`src/rtl/dvi_tmds_encode.sv`:
```
// DVI/HDMI TMDS encoder for one pixel clock domain.
// Takes registered VGA timing plus RGB565 and produces three 10-bit TMDS
// symbols per pixel. Three register stages: expand+popcount,
// transition minimisation, then DC balance / control token select.
// Symbol bit 0 is the first bit on the wire.
module dvi_tmds_encode #(
    parameter int EXPAND_REPL = 1
) (
    input  logic        pix_clk,
    input  logic        pix_rstn,
    input  logic        in_hsync,
    input  logic        in_vsync,
    input  logic        in_de,
    input  logic [15:0] in_rgb,
    output logic [9:0]  tmds_ch0,
    output logic [9:0]  tmds_ch1,
    output logic [9:0]  tmds_ch2,
    output logic        out_hsync,
    output logic        out_vsync,
    output logic        out_de
);

    // Control-period tokens indexed by {C1,C0}
    localparam logic [9:0] TOKEN_00 = 10'h354;
    localparam logic [9:0] TOKEN_01 = 10'h0AB;
    localparam logic [9:0] TOKEN_10 = 10'h154;
    localparam logic [9:0] TOKEN_11 = 10'h2AB;

    // RGB565 -> RGB888 expansion; replication keeps full-scale white at 8'hFF
    logic [7:0] r8;
    logic [7:0] g8;
    logic [7:0] b8;

    generate
        if (EXPAND_REPL != 0) begin : gen_repl
            assign r8 = {in_rgb[15:11], in_rgb[15:13]};
            assign g8 = {in_rgb[10:5],  in_rgb[10:9]};
            assign b8 = {in_rgb[4:0],   in_rgb[4:2]};
        end else begin : gen_zero
            assign r8 = {in_rgb[15:11], 3'b000};
            assign g8 = {in_rgb[10:5],  2'b00};
            assign b8 = {in_rgb[4:0],   3'b000};
        end
    endgenerate

    // Index 0 = blue (ch0), 1 = green (ch1), 2 = red (ch2)
    logic [2:0][7:0] pix_exp;
    assign pix_exp = {r8, g8, b8};

    // Timing signals ride alongside the data through all three stages
    logic de_s1_reg, hs_s1_reg, vs_s1_reg;
    logic de_s2_reg, hs_s2_reg, vs_s2_reg;
    logic out_de_reg, out_hs_reg, out_vs_reg;

    // Delay line for de/hsync/vsync, cleared on reset
    always_ff @(posedge pix_clk) begin
        if (!pix_rstn) begin
            de_s1_reg  <= 1'b0;
            hs_s1_reg  <= 1'b0;
            vs_s1_reg  <= 1'b0;
            de_s2_reg  <= 1'b0;
            hs_s2_reg  <= 1'b0;
            vs_s2_reg  <= 1'b0;
            out_de_reg <= 1'b0;
            out_hs_reg <= 1'b0;
            out_vs_reg <= 1'b0;
        end else begin
            de_s1_reg  <= in_de;
            hs_s1_reg  <= in_hsync;
            vs_s1_reg  <= in_vsync;
            de_s2_reg  <= de_s1_reg;
            hs_s2_reg  <= hs_s1_reg;
            vs_s2_reg  <= vs_s1_reg;
            out_de_reg <= de_s2_reg;
            out_hs_reg <= hs_s2_reg;
            out_vs_reg <= vs_s2_reg;
        end
    end

    logic [2:0][9:0] sym_all;

    generate
        for (genvar gi = 0; gi < 3; gi++) begin : gen_ch
            logic [3:0] n1_next;
            logic [7:0] d_s1_reg;
            logic [3:0] n1_s1_reg;
            logic       use_xnor;
            logic [8:0] qm_next;
            logic [3:0] qm_n1_next;
            logic [8:0] qm_s2_reg;
            logic [3:0] qm_n1_s2_reg;
            logic [3:0] qm_n0_s2_reg;
            logic [1:0] ctrl;
            logic [5:0] diff;
            logic [5:0] cnt_next;
            logic [5:0] cnt_reg;
            logic [9:0] sym_next;
            logic [9:0] sym_reg;

            // Population count of the expanded 8-bit component
            always_comb begin
                n1_next = 4'd0;
                for (int i = 0; i < 8; i++) begin
                    n1_next = n1_next + {3'b000, pix_exp[gi][i]};
                end
            end

            // Stage 1: expanded component and its ones count
            always_ff @(posedge pix_clk) begin
                if (!pix_rstn) begin
                    d_s1_reg  <= 8'd0;
                    n1_s1_reg <= 4'd0;
                end else begin
                    d_s1_reg  <= pix_exp[gi];
                    n1_s1_reg <= n1_next;
                end
            end

            // Transition-minimising XOR/XNOR chain and ones count of its result
            always_comb begin
                use_xnor   = (n1_s1_reg > 4'd4) || ((n1_s1_reg == 4'd4) && !d_s1_reg[0]);
                qm_next    = 9'd0;
                qm_next[0] = d_s1_reg[0];
                for (int i = 1; i < 8; i++) begin
                    qm_next[i] = use_xnor ? ~(qm_next[i-1] ^ d_s1_reg[i])
                                          :  (qm_next[i-1] ^ d_s1_reg[i]);
                end
                qm_next[8] = ~use_xnor;
                qm_n1_next = 4'd0;
                for (int i = 0; i < 8; i++) begin
                    qm_n1_next = qm_n1_next + {3'b000, qm_next[i]};
                end
            end

            // Stage 2: q_m word with ones/zeros counts of its low byte
            always_ff @(posedge pix_clk) begin
                if (!pix_rstn) begin
                    qm_s2_reg    <= 9'd0;
                    qm_n1_s2_reg <= 4'd0;
                    qm_n0_s2_reg <= 4'd0;
                end else begin
                    qm_s2_reg    <= qm_next;
                    qm_n1_s2_reg <= qm_n1_next;
                    qm_n0_s2_reg <= 4'd8 - qm_n1_next;
                end
            end

            // Only the blue channel carries hsync/vsync during blanking
            assign ctrl = (gi == 0) ? {vs_s2_reg, hs_s2_reg} : 2'b00;

            // DC balance: choose inversion from running disparity, or emit a token
            always_comb begin
                diff     = {2'b00, qm_n1_s2_reg} - {2'b00, qm_n0_s2_reg};
                sym_next = TOKEN_00;
                cnt_next = cnt_reg;
                if (!de_s2_reg) begin
                    cnt_next = 6'd0;
                    case (ctrl)
                        2'b01:   sym_next = TOKEN_01;
                        2'b10:   sym_next = TOKEN_10;
                        2'b11:   sym_next = TOKEN_11;
                        default: sym_next = TOKEN_00;
                    endcase
                end else if ((cnt_reg == 6'd0) || (qm_n1_s2_reg == qm_n0_s2_reg)) begin
                    sym_next = {~qm_s2_reg[8], qm_s2_reg[8],
                                qm_s2_reg[8] ? qm_s2_reg[7:0] : ~qm_s2_reg[7:0]};
                    cnt_next = qm_s2_reg[8] ? (cnt_reg + diff) : (cnt_reg - diff);
                end else if ((!cnt_reg[5] && (qm_n1_s2_reg > qm_n0_s2_reg)) ||
                             ( cnt_reg[5] && (qm_n0_s2_reg > qm_n1_s2_reg))) begin
                    sym_next = {1'b1, qm_s2_reg[8], ~qm_s2_reg[7:0]};
                    cnt_next = cnt_reg + {4'b0000, qm_s2_reg[8], 1'b0} - diff;
                end else begin
                    sym_next = {1'b0, qm_s2_reg[8], qm_s2_reg[7:0]};
                    cnt_next = cnt_reg - (qm_s2_reg[8] ? 6'd0 : 6'd2) + diff;
                end
            end

            // Stage 3: output symbol and running disparity
            always_ff @(posedge pix_clk) begin
                if (!pix_rstn) begin
                    sym_reg <= TOKEN_00;
                    cnt_reg <= 6'd0;
                end else begin
                    sym_reg <= sym_next;
                    cnt_reg <= cnt_next;
                end
            end

            assign sym_all[gi] = sym_reg;
        end
    endgenerate

    assign tmds_ch0  = sym_all[0];
    assign tmds_ch1  = sym_all[1];
    assign tmds_ch2  = sym_all[2];
    assign out_hsync = out_hs_reg;
    assign out_vsync = out_vs_reg;
    assign out_de    = out_de_reg;

endmodule

```
`config.mk`:
```
export PLATFORM = sky130hd
export DESIGN_NAME = dvi_tmds_encode
export DESIGN_NICKNAME = d
export VERILOG_FILES = /design/src/rtl/dvi_tmds_encode.sv
export SDC_FILE = /design/constraint.sdc
export NUM_CORES = 1
export LEC_CHECK = 0
export CORE_UTILIZATION = 50
export CTS_BUF_LIST = sky130_fd_sc_hd__clkbuf_2
export CTS_CLUSTER_DIAMETER = 150
export DETAILED_ROUTE_END_ITERATION = 8
export PLACE_DENSITY = 0.72
export SETUP_SLACK_MARGIN = 0.3
export SLEW_MARGIN = 25
export SYNTH_ARGS = -nofsm -noshare
export SYNTH_HDL_FRONTEND = slang
export SYNTH_SLANG_ARGS = --single-unit
export TNS_END_PERCENT = 30
```
`constraint.sdc`:
```
create_clock -name pix_clk -period 5.4 [get_ports pix_clk]
set_input_delay 0.81 -clock pix_clk [delete_from_list [all_inputs] [get_ports pix_clk]]
set_output_delay 0.81 -clock pix_clk [all_outputs]
set_load 0.05 [all_outputs]
```
==> results of run 1 <==
## layout by cell type, fill, tap and decap left out, types with 6 or more instances in the layout
cell type and n:
o21ai_1 10, and2_1 67, ha_1 95, clkdlybuf4s50_1 52, xor2_1 32, nor3_1 6
nand2b_1 7, xnor2_1 71, inv_1 83, and3_1 11, fa_1 30, dfxtp_1 130
mux2i_1 12, a211oi_1 9, clkbuf_2 18, a21o_1 21, a21oi_1 44, o21ai_0 13
nor2_1 65, nand2_1 28, nand3_1 8
## worst max-delay path: stages (launching register included)
cell and delay, ns:
dfxtp_1 0.50, xor2_1 0.34, xor2_1 0.32, xor2_1 0.20, xnor2_1 0.16, fa_1 0.47
fa_1 0.49, fa_1 0.49, ha_1 0.16, inv_1 0.05, fa_1 0.50, ha_1 0.23
and2_1 0.13, o21a_1 0.15
## cell type report
cell class	count	area, µm²	share of cell area
Clock buffer	18	90.1	0.0103
Clock inverter	14	151	0.0173
Multi-Input combinational cell	585	4800	0.549
Antenna cell	1	2.50	0.000286
Timing Repair Buffer	55	541	0.0618
Tap cell	188	235	0.0269
Inverter	85	319	0.0365
Sequential cell	130	2600	0.298
## final timing paths
path | to | cells past startpoint
setup reg to reg | gen_ch[1].qm_n0_s2_reg[2] | 13
hold reg to reg | tmds_ch0[1] | 1
setup / recovery | gen_ch[1].qm_n0_s2_reg[2] | 13
hold / removal | tmds_ch0[8] | 2
## routing by layer
| metal | track usage | up-vias |
|---|---|---|
| li1 | - | 2794 |
| met3 | 0.0434 | 20 |
| met4 | 0.0847 | 0 |
| met2 | 0.301 | 89 |
| met5 | 0 | - |
| met1 | 0.236 | 2478 |
## per-stage QoR
stage	area [µm²]	utilization	worst slack [ns]	hold WS, ns	std cells
after floorplan	7780	-	1.37	0.412	819
after global placement	8480	0.558	1.23	0.417	1043
after detailed placement	8480	0.558	1.14	0.428	1043
after CTS	8720	0.574	1.12	0.320	1075
after global routing	8750	0.575	0.853	0.350	1076
final	8750	0.575	1.14	0.402	1076
## logic make-up (layout without fill, tap and decap cells)
kind of cell	count (synthesis)	count (layout)	share of synthesized area
buffers and inverters	104	172	0.0503
AOI/OAI and AO/OA	131	131	0.107
adders and majority gates	125	125	0.230
xor gates and xnor gates	106	106	0.122
other	0	1	0
muxes	14	14	0.0183
and+or+nand+nor	209	209	0.137
DFF	130	130	0.335
==> results.sh, run 1 <==
export IMPL_run_status="finished clean"
export IMPL_synth_flop_cell="dfxtp_1"
export IMPL_cts_buffers=17
export IMPL_number_of_h_tree_levels=4
export IMPL_synth_fp_nets=965
export IMPL_final_setup_skew_ns=0.0211
export IMPL_dpl_wire_length_um=10400
export IMPL_cts_sink_count=130
export IMPL_grt_first_pass_wirelength_um=23800
export IMPL_number_of_synthesized_register_bits=130
export IMPL_ys_async_sr_fraction=0
export IMPL_finalNetCount=1020
export IMPL_synth_top_cell_area_share=0.335
export IMPL_count_of_standard_cell_rows=45
export IMPL_met2WireLength_um=6180
export IMPL_routed_top_layer="met4"
export IMPL_initial_core_util=0.512
export IMPL_post_route_cells_drive_above_1_share=0.0620
export IMPL_die_extent_in_y_um=127
export IMPL_met3WireLength_um=652
export IMPL_floorplan_core_area_mm2=0.0152
export IMPL_cts_setup_buffers=0
export IMPL_hold_path_startpoint="pix_rstn"
export IMPL_synth_yosys_seq_area_share=0.335
export IMPL_top_cells_by_count_synth="130 x dfxtp_1, 95 x ha_1, 83 x inv_1"
export IMPL_setup_worst_path_start_class="flop"
export IMPL_hold_viol=0
export IMPL_postCtsResizedCells=0
export IMPL_setup_worst_path_start="gen_ch[1].d_s1_reg[6]"
export IMPL_critPathKind="reg2reg"
export IMPL_timing_hold_worst_class="in2reg"
export IMPL_final_max_slew_violation_count=0
export IMPL_yosys_warning_total=0
export IMPL_max_freq_mhz=235
export IMPL_route_final_wire_length_um=13400
export IMPL_synth_edff_count=0
export IMPL_netlist_top_cells_area="dfxtp_1 33%, ha_1 15%, xnor2_1 8.0%"
export IMPL_dr_first_iter_drc_count=191
export IMPL_clockRootBuffer="clkbuf_2"
export IMPL_critical_path_required_ns=6.03
export IMPL_route_layer_met1_wl_um=6380
export IMPL_reg2reg_setup_slack_ns=1.14
export IMPL_tritoncts="yes"
export IMPL_clock_path_buffers=2
export IMPL_remaining_drc_errors=0
export IMPL_period_needed_ns=4.26
export IMPL_route_antenna_remaining_nets=0
export IMPL_clk_lat_worst_skew_ns=0.71
export IMPL_timing_max_cap_violations=0
export IMPL_post_drt_wl_per_cell_um=12.5
export IMPL_num_vias=5381
export IMPL_globalRouteOverflowTotal=0
export IMPL_die_span_in_x_um=127
export IMPL_port_buffers=53
export IMPL_post_synth_instance_area_mm2=0.00778
export IMPL_yosys_cell_types_count=46
export IMPL_gp_congestion=0.796
export IMPL_setup_tns_ns=0
export IMPL_worst_setup_path_end_kind="flop"
export IMPL_synthMostInstantiatedCell="dfxtp_1"
export IMPL_grt_start_max_net_pins=60
export IMPL_die_area_mm2=0.0161
export IMPL_rsz0062_at_grt="false"
export IMPL_flow_area_growth_from_synthesis_pct=12.4
export IMPL_max_slew_worst_pin_slew_ns=0.759
export IMPL_antenna_found_initial=1
export IMPL_crit_fanout=5
export IMPL_hold_buffers_post_cts=0
export IMPL_largest_reg_flops=27
export IMPL_filler_cell_count=1347
export IMPL_detail_route_first_pass_iterations=4
export IMPL_first_global_vias=5267
export IMPL_worstPathArrival_ns=4.89
export IMPL_cell_count_after_synthesis=819
export IMPL_top_level_ports=54
export IMPL_clk_pin_slew_worst_paths_ns=0.19
export IMPL_worstReg2RegStart="gen_ch[1].d_s1_reg[6]"
export IMPL_setup_violation_total_in_the_final_timing_report=0
export IMPL_timing_max_slew_rel_slack=0.493
export IMPL_synth_largest_area_cell="dfxtp_1"
export IMPL_layout_worst_path_cycle_share=0.789
export IMPL_vias_per_cell=5.00
export IMPL_grt_util_all_layers=0.186
export IMPL_post_synth_cell_area_avg_um2=9.50
Power of run 1 is not shown: default switching activity piles up to over one toggle a cycle in this logic, so the estimate is an artifact.
==> run 2, diff against run 1 <==
PLACE_DENSITY = 0.75   (was 0.72)
clock period = 3.5 ns   (was 5.4 ns; I/O delays follow)
==> run 2 against run 1 <==
The run now ends with setup timing left. Critical path depth is 1 higher. Utilization increased by 3.8 points. Worst setup slack got worse by 1.5 ns.
==> results.sh, run 2 (same netlist as run 1, synthesis figures left out) <==
export IMPL_final_max_slew_violation_count=0
export IMPL_grt_first_pass_wirelength_um=24300
export IMPL_run_status="finished with violations"
export IMPL_top_level_ports=54
export IMPL_flow_area_growth_from_synthesis_pct=19.8
export IMPL_failing_checks="setup timing"
export IMPL_count_of_standard_cell_rows=45
export IMPL_crit_path_top_delay_cell="fa_1"
export IMPL_final_cell_area_excluding_filler_cells_mm2=0.00932
export IMPL_post_route_cells_drive_above_1_share=0.150
export IMPL_grt_start_max_net_pins=72
export IMPL_worstPathArrival_ns=4.50
export IMPL_setup_tns_ns=-3.45
export IMPL_n_antenna_cell=0
export IMPL_die_area_mm2=0.0161
export IMPL_floorplan_core_area_mm2=0.0152
export IMPL_layout_cells_most_common="dfxtp_1"
export IMPL_fin_ws_ns=-0.370
export IMPL_timing_max_slew_rel_slack=0.445
export IMPL_number_of_h_tree_levels=4
export IMPL_gp_congestion=0.807
export IMPL_dpl_wire_length_um=11000
export IMPL_clk_pin_slew_worst_paths_ns=0.19
export IMPL_clk_lat_worst_skew_ns=0.73
export IMPL_post_drt_wl_per_cell_um=12.9
export IMPL_tritoncts="yes"
export IMPL_first_global_vias=5416
export IMPL_max_slew_worst_pin_slew_ns=0.831
export IMPL_largest_reg_flops=27
export IMPL_setup_violation_total_in_the_final_timing_report=15
export IMPL_route_final_wire_length_um=14500
export IMPL_globalRouteOverflowTotal=0
export IMPL_critPathKind="reg2reg"
export IMPL_port_buffers=53
export IMPL_num_vias=5544
export IMPL_worst_path_largest_cell_delay_ns=0.50
export IMPL_grt_util_all_layers=0.191
export IMPL_die_span_in_x_um=127
export IMPL_placed_area_mm2=0.00888
export IMPL_cts_buffers=17
export IMPL_vias_per_cell=4.94
export IMPL_clockRootBuffer="clkbuf_2"
export IMPL_fin_worst_hold_slack_ns=0.352
export IMPL_hold_viol=0
export IMPL_cts_sink_count=130
export IMPL_finalNetCount=1068
export IMPL_detail_route_first_pass_iterations=4
export IMPL_critical_path_required_ns=4.13
export IMPL_clock_path_buffers=2
export IMPL_mostFrequentLayoutCells="124 x dfxtp_1, 85 x ha_1, 81 x inv_1"
export IMPL_crit_path_cell_trace="xor2_4 > xor2_2 > xor2_2 > xnor2_2 > fa_1 > xor2_1 > ha_1 > fa_1 > ha_2 > inv_2 > fa_2 > ha_4 > and2_1 > o21a_1"
export IMPL_rsz0062_at_grt="true"
export IMPL_layout_worst_path_cycle_share=1.11
export IMPL_setup_worst_path_start_class="flop"
export IMPL_dr_first_iter_drc_count=277
export IMPL_antenna_found_initial=0
export IMPL_timing_hold_worst_class="in2reg"
export IMPL_route_antenna_remaining_nets=0
export IMPL_initial_core_util=0.512
export IMPL_timing_max_cap_violations=0
export IMPL_period_needed_ns=3.87
export IMPL_worst_setup_path_end_kind="flop"
export IMPL_remaining_drc_errors=0
export IMPL_crit_fanout=3
export IMPL_die_extent_in_y_um=127
export IMPL_max_freq_mhz=258
export IMPL_final_setup_skew_ns=0.0320
run 2: cell types whose count changed in the layout (fill, tap and decap cells not counted), moves of 4 or more:
cell     previous run  this run
buf_4               2        49
ha_1               95        85
a21oi_1            44        38
dfxtp_1           130       124
dfxtp_4             0         6
fa_1               30        24
fa_2                0         6
a21oi_2             4         9
ha_2                0         5
ha_4                0         5
xnor2_1            71        66
xnor2_2             1         6
xor2_1             32        28
run 2: path summary, 6_finish.rpt:
path / startpoint / to / slack [ns] / cells after the start
max: gen_ch[0].d_s1_reg[6] / gen_ch[0].qm_n0_s2_reg[2] / -0.37 / 14
min: in_rgb[3] / gen_ch[0].d_s1_reg[6] / 0.35 / 3
max reg2reg: gen_ch[0].d_s1_reg[6] / gen_ch[0].qm_n0_s2_reg[2] / -0.37 / 14
min reg2reg: vs_s1_reg / vs_s2_reg / 0.46 / 1
run 2: per-layer routing:
layer,up-vias,track usage,routed length (µm)
met5,-,0,0
met4,0,0.0588,195
met3,15,0.0460,512
met2,83,0.328,6980
met1,2561,0.236,6770
li1,2885,-,-
run 2: layout make-up:
cell class | instances | area, µm²
Inverter | 85 | 319
Tap cell | 188 | 235
Timing Repair Buffer | 103 | 905
Multi-Input combinational cell | 585 | 5010
Clock buffer | 18 | 90.1
Clock inverter | 13 | 136
Sequential cell | 130 | 2630
Fill cell | 1305 | 5880
run 2: critical path: cells and delay by family, from the launching register on:
kind | cells | cell delay [ns]
simple gates | 1 | 0.13
xor+xnor | 5 | 0.96
fa+ha+maj | 6 | 2.11
flops | 1 | 0.40
compound gates | 1 | 0.16
buf+inv | 1 | 0.04
run 2: timing repair:
item                       in CTS  in global routing
hold buffers                    0                  0
resized for setup              12                 22
pin swaps                      17                  5
setup endpoints to repair      19                 21
gates cloned                    0                  0
setup buffers                   7                  2
run 2: per-stage QoR:
stage / utilization / std cells / setup slack (ns)
after floorplan: - / 819 / -0.369
after global placement: 0.584 / 1082 / -0.281
after detailed placement: 0.584 / 1082 / -0.392
after CTS: 0.606 / 1120 / -0.343
after global routing: 0.613 / 1122 / -0.495
final: 0.613 / 1122 / -0.370
Power of run 2 is left out for the same reason.
